[config.mk]
export PLATFORM = sky130hd
export DESIGN_NAME = mul_step_sequencer_flat
export DESIGN_NICKNAME = d
export VERILOG_FILES = /design/src/rtl/mul_step_sequencer_if.sv /design/src/rtl/mul_step_sequencer.sv /design/src/flat_wrapper.sv
export SDC_FILE = /design/constraint.sdc
export NUM_CORES = 1
export LEC_CHECK = 0
export ABC_CLOCK_PERIOD_IN_PS = 2200
export BUFFER_PORTS_ARGS = -buffer_cell sky130_fd_sc_hd__buf_2
export CORE_MARGIN = 2
export CORE_UTILIZATION = 30
export CTS_BUF_LIST = sky130_fd_sc_hd__clkbuf_8
export CTS_CLUSTER_DIAMETER = 30
export DETAILED_ROUTE_END_ITERATION = 10
export PLACE_DENSITY_LB_ADDON = 0.08
export SETUP_SLACK_MARGIN = 0.02
export SLEW_MARGIN = 20
export SYNTH_ARGS = -nofsm -noshare
export SYNTH_HDL_FRONTEND = slang
export SYNTH_SLANG_ARGS = --single-unit
[constraint.sdc]
create_clock -name clk_i -period 2.2 [get_ports clk_i]
set_clock_uncertainty 0.2 [all_clocks]
set_input_delay 0.44 -clock clk_i [delete_from_list [all_inputs] [get_ports clk_i]]
set_output_delay 0.44 -clock clk_i [all_outputs]
set_load 0.01 [all_outputs]
[src/rtl/mul_step_sequencer_if.sv]
// rtl/mul_step_sequencer_if.sv - request/step handshake bundle between the multiplier front end and the step sequencer
interface mul_step_sequencer_if #(
  parameter int CNT_W = 4
);
  logic             start;
  logic             stall;
  logic             abort;
  logic             done_ack;
  logic             busy;
  logic             step_en;
  logic [CNT_W-1:0] step_idx;
  logic             first_step;
  logic             last_step;
  logic             done;

  modport master (
    output start, stall, abort, done_ack,
    input  busy, step_en, step_idx, first_step, last_step, done
  );

  modport slave (
    input  start, stall, abort, done_ack,
    output busy, step_en, step_idx, first_step, last_step, done
  );
endinterface

[src/rtl/mul_step_sequencer.sv]
// rtl/mul_step_sequencer.sv - step-enable sequencer for the iterative radix-16 Booth multiplier
module mul_step_sequencer #(
  parameter int NUM_STEPS = 9,
  parameter bit HOLD_DONE = 1'b1
) (
  input  logic                  clk_i,
  input  logic                  rst_i,
  mul_step_sequencer_if.slave   bus
);

  localparam int CNT_W = $clog2(NUM_STEPS);
  localparam logic [CNT_W-1:0] LAST_IDX = CNT_W'(NUM_STEPS - 1);

  typedef enum logic [1:0] {
    ST_IDLE = 2'd0,
    ST_RUN  = 2'd1,
    ST_DONE = 2'd2
  } state_t;

  state_t           state_q;
  logic [CNT_W-1:0] idx_q;
  logic             busy_q;
  logic             done_q;

  // Iteration advances only when the datapath is not back-pressuring.
  logic step_fire;
  assign step_fire = busy_q && !bus.stall;

  // Next index while stepping; only used below LAST_IDX so it never wraps.
  logic [CNT_W-1:0] idx_d;
  assign idx_d = idx_q + CNT_W'(1);

  // Control FSM: state, step index and the registered busy/done flags move together.
  always_ff @(posedge clk_i) begin
    if (rst_i) begin
      state_q <= ST_IDLE;
      idx_q   <= '0;
      busy_q  <= 1'b0;
      done_q  <= 1'b0;
    end else begin
      case (state_q)
        ST_IDLE: begin
          // abort in IDLE suppresses a coincident start.
          if (bus.start && !bus.abort) begin
            state_q <= ST_RUN;
            idx_q   <= '0;
            busy_q  <= 1'b1;
          end
        end

        ST_RUN: begin
          if (bus.abort) begin
            state_q <= ST_IDLE;
            idx_q   <= '0;
            busy_q  <= 1'b0;
          end else if (step_fire) begin
            if (idx_q == LAST_IDX) begin
              state_q <= ST_DONE;
              idx_q   <= '0;
              busy_q  <= 1'b0;
              done_q  <= 1'b1;
            end else begin
              idx_q <= idx_d;
            end
          end
        end

        ST_DONE: begin
          if (bus.abort) begin
            state_q <= ST_IDLE;
            done_q  <= 1'b0;
          end else if (!HOLD_DONE || bus.done_ack) begin
            // Leaving DONE: a coincident start chains straight into the next operation.
            done_q <= 1'b0;
            if (bus.start) begin
              state_q <= ST_RUN;
              idx_q   <= '0;
              busy_q  <= 1'b1;
            end else begin
              state_q <= ST_IDLE;
            end
          end
        end

        default: begin
          state_q <= ST_IDLE;
          idx_q   <= '0;
          busy_q  <= 1'b0;
          done_q  <= 1'b0;
        end
      endcase
    end
  end

  assign bus.busy       = busy_q;
  assign bus.done       = done_q;
  assign bus.step_idx   = idx_q;
  assign bus.step_en    = step_fire;
  assign bus.first_step = step_fire && (idx_q == '0);
  assign bus.last_step  = step_fire && (idx_q == LAST_IDX);

endmodule

[src/flat_wrapper.sv]
// flat-port wrapper written by rule: the top's interface ports become plain ports
module mul_step_sequencer_flat 
#(
  parameter int NUM_STEPS = 9,
  parameter bit HOLD_DONE = 1'b1
)
  (clk_i, rst_i, bus_start, bus_stall, bus_abort, bus_done_ack, bus_busy, bus_step_en, bus_step_idx, bus_first_step, bus_last_step, bus_done);
  mul_step_sequencer_if #(.CNT_W($clog2((9)))) bus_i ();
  input  logic clk_i;
  input  logic rst_i;
  input wire logic [$bits(bus_i.start)-1:0] bus_start;
  input wire logic [$bits(bus_i.stall)-1:0] bus_stall;
  input wire logic [$bits(bus_i.abort)-1:0] bus_abort;
  input wire logic [$bits(bus_i.done_ack)-1:0] bus_done_ack;
  output wire logic [$bits(bus_i.busy)-1:0] bus_busy;
  output wire logic [$bits(bus_i.step_en)-1:0] bus_step_en;
  output wire logic [$bits(bus_i.step_idx)-1:0] bus_step_idx;
  output wire logic [$bits(bus_i.first_step)-1:0] bus_first_step;
  output wire logic [$bits(bus_i.last_step)-1:0] bus_last_step;
  output wire logic [$bits(bus_i.done)-1:0] bus_done;
  assign bus_i.start = bus_start;
  assign bus_i.stall = bus_stall;
  assign bus_i.abort = bus_abort;
  assign bus_i.done_ack = bus_done_ack;
  assign bus_busy = bus_i.busy;
  assign bus_step_en = bus_i.step_en;
  assign bus_step_idx = bus_i.step_idx;
  assign bus_first_step = bus_i.first_step;
  assign bus_last_step = bus_i.last_step;
  assign bus_done = bus_i.done;
  mul_step_sequencer #(.NUM_STEPS(NUM_STEPS), .HOLD_DONE(HOLD_DONE)) u_core (.clk_i(clk_i), .rst_i(rst_i), .bus(bus_i));
endmodule
==> impl_metrics.csv <==
group,metric,value,unit
outcome,outcome,"finished clean",
logic_synthesis,synthTopCellsByArea,"dfxtp_1 (30%), inv_1 (5.7%), ha_1 (4.7%), nor3_1 (3.8%), nor2_1 (3.5%)",
cts,clk_pin_slew_worst_paths,0.04,ns
setup_path,cp_cell_sequence,"inv_1, ha_1, nor2b_2, nand3_1, inv_1, buf_2",
grt,gr-total-overflow,0,
routing,wl_per_cell,12.6,um
floorplanning,die_area,0.00212,mm2
floorplanning,die_y,46,um
logic_synthesis,syn_avg_cell_area,8.68,um2
placement,pre_cts_slack,0.284,ns
sta,worst_pin_slew,0.373,ns
cells_and_area,layoutNonFillerInstCount,94,
logic_synthesis,yosysTopAreaCell,"dfxtp_1",
setup_path,startpoint_type,"flip-flop",
sta,slew_violations,0,
routing,wl,1.19,mm
setup_path,worst-setup-path-type,"flip-flop to output port",
routing,drt_iter0_markers,6,
min_path,hp-class,"primary input to flip-flop",
logic_synthesis,ys_types,29,
setup_path,cp_num_cells,6,
setup_path,cp_slowest_stage_delay,0.33,ns
logic_synthesis,synthesis.area,529,um2
routing,drt-vias-per-instance,5.35,
floorplanning,core-area,0.00169,mm2
cells_and_area,antenna_cells,0,
grt,grt_util_all_layers,14.0,%
floorplanning,start_util,31.3,%
cts,cts_max_path_buffers,2,
flow_run,maxCapViolations,0,
sta,fin_ws,0.140,ns
sta,holdWs,0.260,ns
min_path,min_delay_path_depth,2,
logic_synthesis,yosysTopAreaCellShare,30.3,%
cts,cts_tree,"yes",
placement,dp_hpwl,876,um
cts,clock_sinks,8,
cells_and_area,final_cell_mix,"buf_2 (14), inv_1 (8), dfxtp_1 (8)",
setup_path,reg2reg_depth,4,
setup_path,critical-path-top-delay-family,"simple AND/OR/NAND/NOR gates",
cells_and_area,nNetsFinal,87,
floorplanning,die_width,46,um
placement,postPlaceCellArea,613,um2
placement,placed_cells,91,
logic_synthesis,yosysWarnings,0,
cells_and_area,drive_gt1_share,39.0,%
sta,rsz0062_at_grt,"false",
grt,antenna_found_initial,0,
grt,grt_max_degree,12,
cts,clk_latency,0.23,ns
placement,portBuffers,14,
logic_synthesis,ys_seq_area_share,30.3,%
cts,htreeDepth,1,
routing,via_count,503,
setup_path,critPathRequiredTime,1.56,ns
floorplanning,ioPinCount,15,
sta,period_needed,2.06,ns
power,ir_drop,0.213,mV
sta,fin_crit_sh,93.7,%
setup_path,critPathSlowestCell,"dfxtp_1",
setup_path,cp.arrival,1.42,ns
cells_and_area,syn_to_final_growth,24.1,%
setup_path,path_common_cell,"inv_1",
sta,hold_violations,0,
cts,cts-root-buf,"clkbuf_8",
cells_and_area,fin_area,657,um2
sta,fmax,0.485,GHz
routing,drtAntennaViolNets,0,
sta,slew_headroom,74.8,%
power,p_leak,0.282,nW
setup_path,crit_fanout,5,
power,power_density,569,mW/mm2
sta,finalSetupViolations,0,
grt,grt_pass1_wl,1.99,mm
floorplanning,rows,15,
logic_synthesis,syn_nets,69,
placement,gp_congestion,0.762,
routing,drc,0,
cts,post_cts_buffers,0,
routing,drt-pass1-iter-count,4,
grt,grt_pass1_vias,450,
logic_synthesis,ys_ff_latch,8,
logic_synthesis,syn_inst,61,
setup_path,worst_setup_path_end_kind,"output port",
sta,finalSetupTns,0,ns
cells_and_area,layout_commonest_cell,"buf_2",
cts,cts_buffers,3,
setup_path,critPathBufInv,3,
[worst reg2reg max path: stages, from the launching register on]
cell      delay, ns
dfxtp_1        0.50
or3b_4         0.47
a21oi_4        0.18
a211oi_1       0.11
o32ai_2        0.20
[routing by layer]
layer	GRT usage [%]	vias up	share of wire, %
met3	4.76	4	4.0
met2	19.2	10	43
li1	-	257	-
met1	17.7	232	51
met4	10.3	0	2.2
met5	0	-	0
[repair_timing]
item	CTS	global route
endpoints found under the setup margin	0	1
resized for setup	0	1
hold buffers	0	0
[sequential cells by signal, summed over array words and instances (netlist names)]
signal               flops
u_core.bus.busy          1
u_core.bus.step_idx      4
u_core.bus.done          1
u_core.state_q           2
[cell type report]
| cell class | instances | area (um2) |
|---|---|---|
| clock buffers | 3 | 41.3 |
| inverters | 8 | 30.0 |
| fillers | 186 | 1030 |
| well taps | 17 | 21.3 |
| flip-flops and latches | 8 | 160 |
| repair buffers | 15 | 77.6 |
| multi-input cells | 43 | 327 |
[synthesized netlist by cell type, drive strengths merged]
| cell | n |
|---|---|
| a211oi | 1 |
| a21oi | 4 |
| a31o | 1 |
| a31oi | 3 |
| and3 | 2 |
| and4 | 1 |
| buf | 2 |
| dfxtp | 8 |
| ha | 2 |
| inv | 8 |
| nand3 | 3 |
| nand4 | 2 |
| nor2 | 6 |
| nor2b | 2 |
| nor3 | 4 |
| nor3b | 2 |
| nor4 | 1 |
| o21ai | 2 |
| o311ai | 1 |
| o32ai | 1 |
| o41ai | 1 |
| or2b | 2 |
| or3 | 1 |
| or3b | 1 |
[cell families (layout without fill, tap and decap cells)]
family | Yosys count | count (layout) | share of synthesized area, %
buffers and inverters | 10 | 26 | 8.51
adder cells (fa/ha/maj) | 2 | 2 | 4.73
flip-flops | 8 | 8 | 30.3
AND/OR/NAND/NOR | 27 | 27 | 33.1
AO/OA/AOI/OAI | 14 | 14 | 23.4
[path summary, 6_finish.rpt]
kind / from / end / slack (ns)
hold reg to reg: u_core.bus.busy / u_core.bus.busy / 0.31
hold / removal: bus_abort / u_core.state_q[1] / 0.26
setup / recovery: u_core.bus.step_idx[0] / bus_last_step / 0.14
setup reg to reg: u_core.state_q[0] / u_core.bus.step_idx[3] / 0.44
[metrics by stage]
stage | utilization (%) | total power [mW]
after detailed placement | 36.3 | 0.197
final | 38.9 | 0.374
after floorplan | - | 0.183
after global placement | 36.3 | 0.198
after global routing | 38.9 | 0.397
after CTS | 38.7 | 0.384
[report_power, final]
part,internal (mW),total [mW],switching (mW)
clock network,0.119,0.179,0.0606
registers,0.148,0.152,0.00392
logic,0.0184,0.0423,0.0239
total,0.286,0.374,0.0885
(Power assumes the default switching activity.)
